`src/rtl/uart_receiver_pkg.sv`:
```
// rtl/uart_receiver_pkg.sv - stage encoding shared with the transmitter, plus counter sizing helper
package uart_receiver_pkg;

   typedef enum logic [2:0] {
      IDLE   = 3'd0,
      START  = 3'd1,
      DATA   = 3'd2,
      STOP   = 3'd3,
      PARITY = 3'd4
   } stage_t;

   function automatic int cnt_width(input int max_count);
      return (max_count > 1) ? $clog2(max_count) : 1;
   endfunction

endpackage

```
`src/rtl/uart_rx_sync.sv`:
```
// rtl/uart_rx_sync.sv - two-flop synchroniser for the asynchronous RX pin
module uart_rx_sync #(
   parameter logic RESET_VAL = 1'b1
) (
   input  logic clk,
   input  logic reset,
   input  logic d,
   output logic q
);

   logic meta;

   always_ff @(posedge clk or posedge reset) begin
      if (reset) begin
         meta <= RESET_VAL;
         q    <= RESET_VAL;
      end else begin
         meta <= d;
         q    <= meta;
      end
   end

endmodule

```
`src/rtl/uart_receiver.sv`:
```
// rtl/uart_receiver.sv - UART receive path with valid/ready word output
// Optional even-parity stage enabled by defining UART_RX_PARITY_EN.
module uart_receiver
   import uart_receiver_pkg::*;
#(
   parameter int CLK_FREQ  = 50_000_000,
   parameter int BAUD_RATE = 9600,
   parameter int Word_Len  = 8
) (
   input  logic                clk,
   input  logic                reset,
   input  logic                Uart_Rx,
   output logic [Word_Len-1:0] rx_data_out,
   output logic                rx_data_valid,
   input  logic                rx_data_ready,
   output logic                rx_frame_error,
   output logic                rx_overrun,
   output logic                rx_parity_error,
   output logic [2:0]          current_state_out,
   output logic [5:0]          bit_counter_out
);

   localparam int Baud_Rate_Max = CLK_FREQ / BAUD_RATE;
   localparam int Half_Bit      = Baud_Rate_Max / 2;
   localparam int CNT_W         = cnt_width(Baud_Rate_Max);
   localparam logic [CNT_W-1:0] HALF_LAST = CNT_W'(Half_Bit - 1);
   localparam logic [CNT_W-1:0] BIT_LAST  = CNT_W'(Baud_Rate_Max - 1);
   localparam logic [5:0]       WORD_LAST = 6'(Word_Len - 1);
`ifdef UART_RX_PARITY_EN
   localparam stage_t AFTER_DATA = PARITY;
`else
   localparam stage_t AFTER_DATA = STOP;
`endif

   stage_t              state, next_state;
   logic                rx_s;
   logic [CNT_W-1:0]    baud_cnt;
   logic [5:0]          bit_cnt;
   logic [Word_Len-1:0] shreg;
   logic [Word_Len:0]   shift_ext;
   logic                half_tick, bit_tick, shift_en, stop_sample, word_bad, word_ok;
`ifdef UART_RX_PARITY_EN
   logic                par_bit;
`endif

   uart_rx_sync #(.RESET_VAL(1'b1)) u_sync (
      .clk   (clk),
      .reset (reset),
      .d     (Uart_Rx),
      .q     (rx_s)
   );

   always_ff @(posedge clk or posedge reset) begin
      if (reset) state <= IDLE;
      else       state <= next_state;
   end

   always_comb begin
      next_state = state;
      case (state)
         IDLE:    if (!rx_s) next_state = START;
         START:   if (half_tick) next_state = rx_s ? IDLE : DATA;
         DATA:    if (shift_en && bit_cnt == WORD_LAST) next_state = AFTER_DATA;
         PARITY:  if (bit_tick) next_state = STOP;
         STOP:    if (bit_tick) next_state = IDLE;
         default: next_state = IDLE;
      endcase
   end

   always_comb begin
      half_tick   = (baud_cnt == HALF_LAST);
      bit_tick    = (baud_cnt == BIT_LAST);
      shift_en    = (state == DATA) && bit_tick;
      stop_sample = (state == STOP) && bit_tick;
`ifdef UART_RX_PARITY_EN
      word_bad    = ^{shreg, par_bit};
`else
      word_bad    = 1'b0;
`endif
      word_ok     = stop_sample && rx_s && !word_bad;
      shift_ext   = {rx_s, shreg};
   end

   // Restarting on each bit tick keeps the sample point centred bit after bit.
   always_ff @(posedge clk or posedge reset) begin
      if (reset)                                baud_cnt <= '0;
      else if ((next_state != state) || bit_tick) baud_cnt <= '0;
      else                                      baud_cnt <= baud_cnt + 1'b1;
   end

   always_ff @(posedge clk or posedge reset) begin
      if (reset) begin
         shreg          <= '0;
         bit_cnt        <= '0;
         rx_data_out    <= '0;
         rx_data_valid  <= 1'b0;
         rx_frame_error <= 1'b0;
         rx_overrun     <= 1'b0;
      end else begin
         rx_frame_error <= stop_sample && !rx_s;
         rx_overrun     <= word_ok && rx_data_valid && !rx_data_ready;
         if (state == IDLE) begin
            bit_cnt <= '0;
         end else if (shift_en) begin
            bit_cnt <= bit_cnt + 6'd1;
            shreg   <= shift_ext[Word_Len:1];
         end
         // A word landing on the accepting edge replaces the old one without a gap in valid.
         if (word_ok && (!rx_data_valid || rx_data_ready)) begin
            rx_data_out   <= shreg;
            rx_data_valid <= 1'b1;
         end else if (rx_data_valid && rx_data_ready) begin
            rx_data_valid <= 1'b0;
         end
      end
   end

`ifdef UART_RX_PARITY_EN
   always_ff @(posedge clk or posedge reset) begin
      if (reset) begin
         par_bit         <= 1'b0;
         rx_parity_error <= 1'b0;
      end else begin
         if ((state == PARITY) && bit_tick) par_bit <= rx_s;
         rx_parity_error <= stop_sample && word_bad;
      end
   end
`else
   assign rx_parity_error = 1'b0;
`endif

   assign current_state_out = state;
   assign bit_counter_out   = bit_cnt;

endmodule

```
`config.mk`:
```
export PLATFORM = sky130hd
export DESIGN_NAME = uart_receiver
export DESIGN_NICKNAME = d
export VERILOG_FILES = /design/src/rtl/uart_receiver_pkg.sv /design/src/rtl/uart_rx_sync.sv /design/src/rtl/uart_receiver.sv
export SDC_FILE = /design/constraint.sdc
export NUM_CORES = 1
export LEC_CHECK = 0
export BUFFER_PORTS_ARGS = -buffer_cell sky130_fd_sc_hd__clkbuf_2
export CORE_UTILIZATION = 55
export CTS_CLUSTER_DIAMETER = 200
export DETAILED_ROUTE_END_ITERATION = 7
export PLACE_DENSITY = 0.76
export SKIP_CTS_REPAIR_TIMING = 1
export SYNTH_ARGS = -nofsm -noshare
export SYNTH_HDL_FRONTEND = slang
export SYNTH_SLANG_ARGS = --single-unit
```
`constraint.sdc`:
```
create_clock -name clk -period 3.28 [get_ports clk]
set_input_delay 0.164 -clock clk [delete_from_list [all_inputs] [get_ports clk]]
set_output_delay 0.164 -clock clk [all_outputs]
set_load 0.01 [all_outputs]
```
## After elaboration in Yosys (flattened, before gate mapping)

Cells that the tools add are included.

- $lt $le $gt $ge: 0
- Divide/modulo/power cells: 0
- Reduce and logical (&&, ||, !) cells: 18
- Bitwise operators: 1
- $mul: 0
- Add/sub/neg operators: 2
- Equality and inequality tests: 8
- Shift-type cells: 0
- Muxes and demuxes: 12

Operators with widths:

| cell | count |
|---|---|
| 3-bit two-way mux | 5 |
| 3-bit one-hot mux with 5 select lines | 1 |
| 13-bit by 1-bit adder with 13-bit output (second input constant) | 1 |
| 13-bit by 12-bit equality test with 1-bit output (second input constant) | 1 |
| 13-bit equality test (second input constant) | 1 |
| 13-bit two-way mux | 1 |
| 6-bit two-way mux | 2 |
| 1-bit logical AND | 9 |
| 6-bit by 1-bit adder with 6-bit output (second input constant) | 1 |
| 3-bit by 2-bit equality test with 1-bit output (second input constant) | 2 |
| 6-bit by 3-bit equality test with 1-bit output (second input constant) | 1 |
| 2-bit nonzero test | 2 |
| 3-bit by 1-bit equality test with 1-bit output (second input constant) | 1 |
| 3-bit equality test (second input constant) | 1 |
| 1-bit zero test | 3 |
| 3-bit zero test | 1 |
| 3-bit != test | 1 |
| 1-bit logical OR | 2 |
| 1-bit two-way mux | 2 |
| 2-bit two-way mux | 1 |
| 2-bit AND reduction | 1 |
| 1-bit inverter | 1 |

- RAM bits: 0
- Memories kept: 0
- Bits in latches: 0
- Output and inout port bits: 21
- Register bits: 43
- ROM bits: 0
- Logic and storage cells: 51

## Logic depth before layout (Yosys ltp)

- Depth after elaboration: 8
- Gate-level depth with buffers: 7
- Depth with buffers taken out: 6

## By module

From an unflattened synthesis, not the netlist that was laid out.

- Cell total of the unflattened synthesis: 182
- Area, all modules: 2065.7 µm²

By module, submodules not included:

| module | area each (µm²) | cells each | seq. area each (µm²) | times used |
|---|---|---|---|---|
| uart_receiver | 2009.4 | 179 | 1026.0 | 1 |
| uart_rx_sync | 56.3 | 3 | 52.6 | 1 |

## Worst setup path before layout

No wires, ideal clock.

- Path type: register -> register
- Start: register baud_cnt[0]
- End: register rx_data_out[0]
- Arrival time: 1.627 ns
- Clock period less this slack: 1.752 ns
- Slack: 1.528 ns
- Cell stages (with the launch flop): 7
- Required time: 3.155 ns
- Library setup time: 0.125 ns
- Cells stage by stage: dfrtp_1 ha_1 nor3b_2 and4_1 buf_4 nand3_4 mux2_4

- Longest elaborated chain between the ends: 4

RTL lines:

| item | line | source |
|---|---|---|
| start: declaration | uart_receiver.sv:37 | `logic [CNT_W-1:0] baud_cnt;` |
| start signal: assignment | uart_receiver.sv:88 | `else baud_cnt <= baud_cnt + 1'b1;` |
| 13-bit equality test | uart_receiver.sv:72 | `bit_tick = (baud_cnt == BIT_LAST);` |
| 1-bit logical AND | uart_receiver.sv:74 | `stop_sample = (state == STOP) && bit_tick;` |
| 1-bit logical AND | uart_receiver.sv:80 | `word_ok = stop_sample && rx_s && !word_bad;` |
| 1-bit logical AND | uart_receiver.sv:109 | `if (word_ok && (!rx_data_valid \|\| rx_data_ready)) begin` |
| end signal: assignment | uart_receiver.sv:110 | `rx_data_out <= shreg;` |
| end: declaration | uart_receiver.sv:13 | `output logic [Word_Len-1:0] rx_data_out,` |

Every way passes these cells.
A chain may end at the register's enable or synchronous reset.

## Final worst setup path

- Start: register baud_cnt[0]
- End: register baud_cnt[9]

- Longest elaborated chain between the ends: 8
- Elaborated cells on any way between the ends: 13

RTL lines:

| item | line | source |
|---|---|---|
| 13-bit equality test | uart_receiver.sv:72 |  |
| 1-bit logical AND | uart_receiver.sv:73 | `shift_en = (state == DATA) && bit_tick;` |
| 1-bit logical AND | uart_receiver.sv:63 | `DATA: if (shift_en && bit_cnt == WORD_LAST) next_state = AFTER_DATA;` |
| 3-bit two-way mux | uart_receiver.sv:63 |  |
| 3-bit one-hot mux with 5 select lines | uart_receiver.sv:60 | `case (state)` |
| 3-bit != test | uart_receiver.sv:87 | `else if ((next_state != state) \|\| bit_tick) baud_cnt <= '0;` |
| 1-bit logical OR | uart_receiver.sv:87 |  |
| 13-bit two-way mux (*) | uart_receiver.sv:87 |  |

Every way passes the cells marked *; elsewhere a longest branch is shown, timed or not.

==> results.toml <==
[global_route]
antenna_found_initial = 0
grt_pass1_wl_mm = 6.14
grt_use_total_pct = 20.6
grt_pass1_vias = 1340
overflow = 0
grt_max_degree = 44

[routing]
drc = 0
num_vias = 1364
wl_per_cell_um = 14.3
wl_mm = 3.55
antenna_left = 0
dr.pass1.iters = 4
viasPerCell = 5.50
drtIter0Drc = 62

[power]
p_sw_uw = 179
p_leak_nw = 1.20
swShare_pct = 18.8
power_frac_seq_pct = 56.0
p_int_uw = 774
p_comb_share_pct = 1.6
power_frac_clock_pct = 42.4
ir_worst_vdd_mv = 0.246
powerDensity_nw_per_um2 = 417

[sta]
slew_headroom_pct = 54.1
finalSetupTns_ns = 0
worst_clock_skew_ns = 0.00898
worst_slew_pin_slew_ns = 0.683
fmax_mhz = 484
min_period_over_period_pct = 63.0
rsz0062_at_grt = "false"
setup_viol = 0
period_needed_ns = 2.07
report.final.slew_viol_count = 0
finalHoldViolCount = 0

[worst_setup_path]
path_cells = "ha_1 > nor3b_2 > and4_1 > nand3b_1 > nand4_1 > nor2_1"
path_class = "flip-flop to flip-flop"
critPathLaunchType = "flip-flop"
critPathMaxFanout = 13
reg2reg_to = "baud_cnt[9]"
ff2ff_setup_slack_ns = 1.21
critPathMaxStageDelay_ns = 0.44
r2r_start = "baud_cnt[0]"
reg2reg_depth = 6
crit_buf_inv = 0
critPathCaptureType = "flip-flop"
cp.arrival_ns = 2.29
slowest_stage = "nand4_1"
crit_family = "simple AND/OR/NAND/NOR gates"
cp_data_required_time_ns = 3.51

[die]
initial_utilization_pct = 59.1
fp.dieW_um = 62.6
core.rowCount = 21
top_level_ports = 25
dieArea_sq_um = 3920
core_area_sq_um = 3420
dieHeight_um = 62.6

[clocking]
tritoncts = "done"
htreeDepth = 2
clkTransAtPathRegs_ns = 0.12
cts.sinks = 43
clockRootBuffer = "clkbuf_4"
cts-buffers-inserted = 5
ctsLongestPathBuffers = 2
clk_latency_ns = 0.36

[synthesis]
synth_seq_area_share_pct = 53.4
synth_top_area_share_pct = 50.8
synth-compound-area-share_pct = 1.61
synth_fa_ha_area_share_pct = 1.24
synth_top_family_by_area = "simple AND/OR/NAND/NOR gates"
synth_area_leaders = "dfrtp_1, mux2_4, mux2_2"
syn_nets = 179
synth_xor_area_share_pct = 6.94
synth_cells = 173
synth_area_sq_um = 2020
synth_cell_types = 40
synthSimpleGateAreaFrac_pct = 23.7
synth_mux_area_share_pct = 10.9
ys_seq_elements = 43
syn_avg_cell_area_sq_um = 11.7
yosysWarnings = 0
synth_top_area_cell = "dfrtp_1"

[cells_and_area]
final_common_cell = "dfrtp_1"
layout.cells.non_filler = 248
nets = 207
n_antenna_cell = 0
final_cell_mix = "dfrtp_1, nor2_1, clkbuf_2"
drive_above_1_share_pct = 27.2
multi_input_area_sq_um = 901
regArea_sq_um = 1080
nFillCells = 280
area_growth_pct = 13.4

[placed_design]
gp_congestion = 0.769
dpl.cell_count = 238
hpwl_mm = 2.41
io_buffer_count = 23

[run]
max_cap_violations = 0

[min_path]
hp-class = "primary input to flip-flop"
whs_endpoint = "rx_data_valid"
hold_start = "rx_data_ready"
whs_path_depth = 3

[status]
status = "complete, no violations"
## worst min-delay path, cell delays in order
cell and delay, ns:
clkbuf_2 0.07, nand2b_1 0.18, nand2_1 0.07
## area by class of cell
class	count	share of cell area, %
Sequential cell	43	47.1
Clock buffer	6	1.80
Multi-Input combinational cell	123	39.4
Clock inverter	2	2.62
Timing Repair Buffer	26	6.23
Tap cell	46	2.52
Inverter	2	0.328
## power groups by stage
stage	Sequential [mW]	Combinational [mW]	Clock (mW)
3_5_place_dp	0.544	0.0142	0
4_1_cts	0.534	0.0141	0.411
3_3_place_gp	0.543	0.0136	0
2_1_floorplan	0.543	0.00972	0
6_report	0.533	0.0152	0.404
5_1_grt	0.534	0.0181	0.436
## stage by stage
step | power [mW] | cell area, sq um | util [%] | worst slack, ns | hold slack [ns]
floorplan | 0.553 | 2020 | - | 1.53 | 0.168
detailed placement | 0.558 | 2170 | 63.4 | 1.26 | 0.254
global route | 0.988 | 2290 | 67.0 | 1.04 | 0.167
CTS | 0.959 | 2270 | 66.4 | 1.22 | -0.136
finish | 0.953 | 2290 | 67.0 | 1.21 | 0.148
global placement | 0.557 | 2170 | 63.4 | 1.35 | 0.254
## flip-flops by register name (all words and copies together) (netlist names)
register	count
baud_cnt	13
rx_data_out	8
shreg	8
bit_counter_out	6
current_state_out	3
rx_data_valid	1
rx_frame_error	1
rx_overrun	1
u_sync.meta	1
u_sync.q	1
## Yosys cell counts (all sizes together)
master	number
and3	8
or4	1
nor3	5
nor2b	4
nand2b	3
xor2	9
dfstp	2
nor4b	2
nand3	10
and4	3
nand2	10
a211o	1
clkbuf	1
nor2	24
nand4	3
mux2	16
a21oi	1
a2111oi	1
ha	2
dfrtp	41
mux2i	1
nand3b	1
o21ai	2
xnor2	7
or3	1
nor3b	2
and2b	1
buf	4
conb	1
nor4	2
inv	2
and4b	2
## per-layer routing
metal  GRT usage (%)  part of all wire (%)  vias to the layer above
met1            25.1                    44                      664
li1                -                     -                      655
met5               0                     0                        -
met4            8.72                   1.8                        0
met3            6.75                   4.8                        9
met2            33.3                    49                       36
## logic make-up after synthesis
group,Yosys count
multiplexers,17
XOR/XNOR,16
buffers and inverters,7
AND/OR/NAND/NOR,82
other,1
adder cells (fa/ha/maj),2
AO/OA/AOI/OAI,5
flip-flops,43
## how the worst max path moves through the flow
stage                 from        endpoint  depth (start not counted)
2_1_floorplan  baud_cnt[0]  rx_data_out[0]                          6
3_3_place_gp   baud_cnt[0]  rx_data_out[0]                          5
3_5_place_dp   baud_cnt[0]     baud_cnt[9]                          6
5_1_grt        baud_cnt[0]     baud_cnt[9]                          6
4_1_cts        baud_cnt[0]     baud_cnt[9]                          6
6_report       baud_cnt[0]     baud_cnt[9]                          6
No activity file was read; power rests on OpenSTA's default activity.
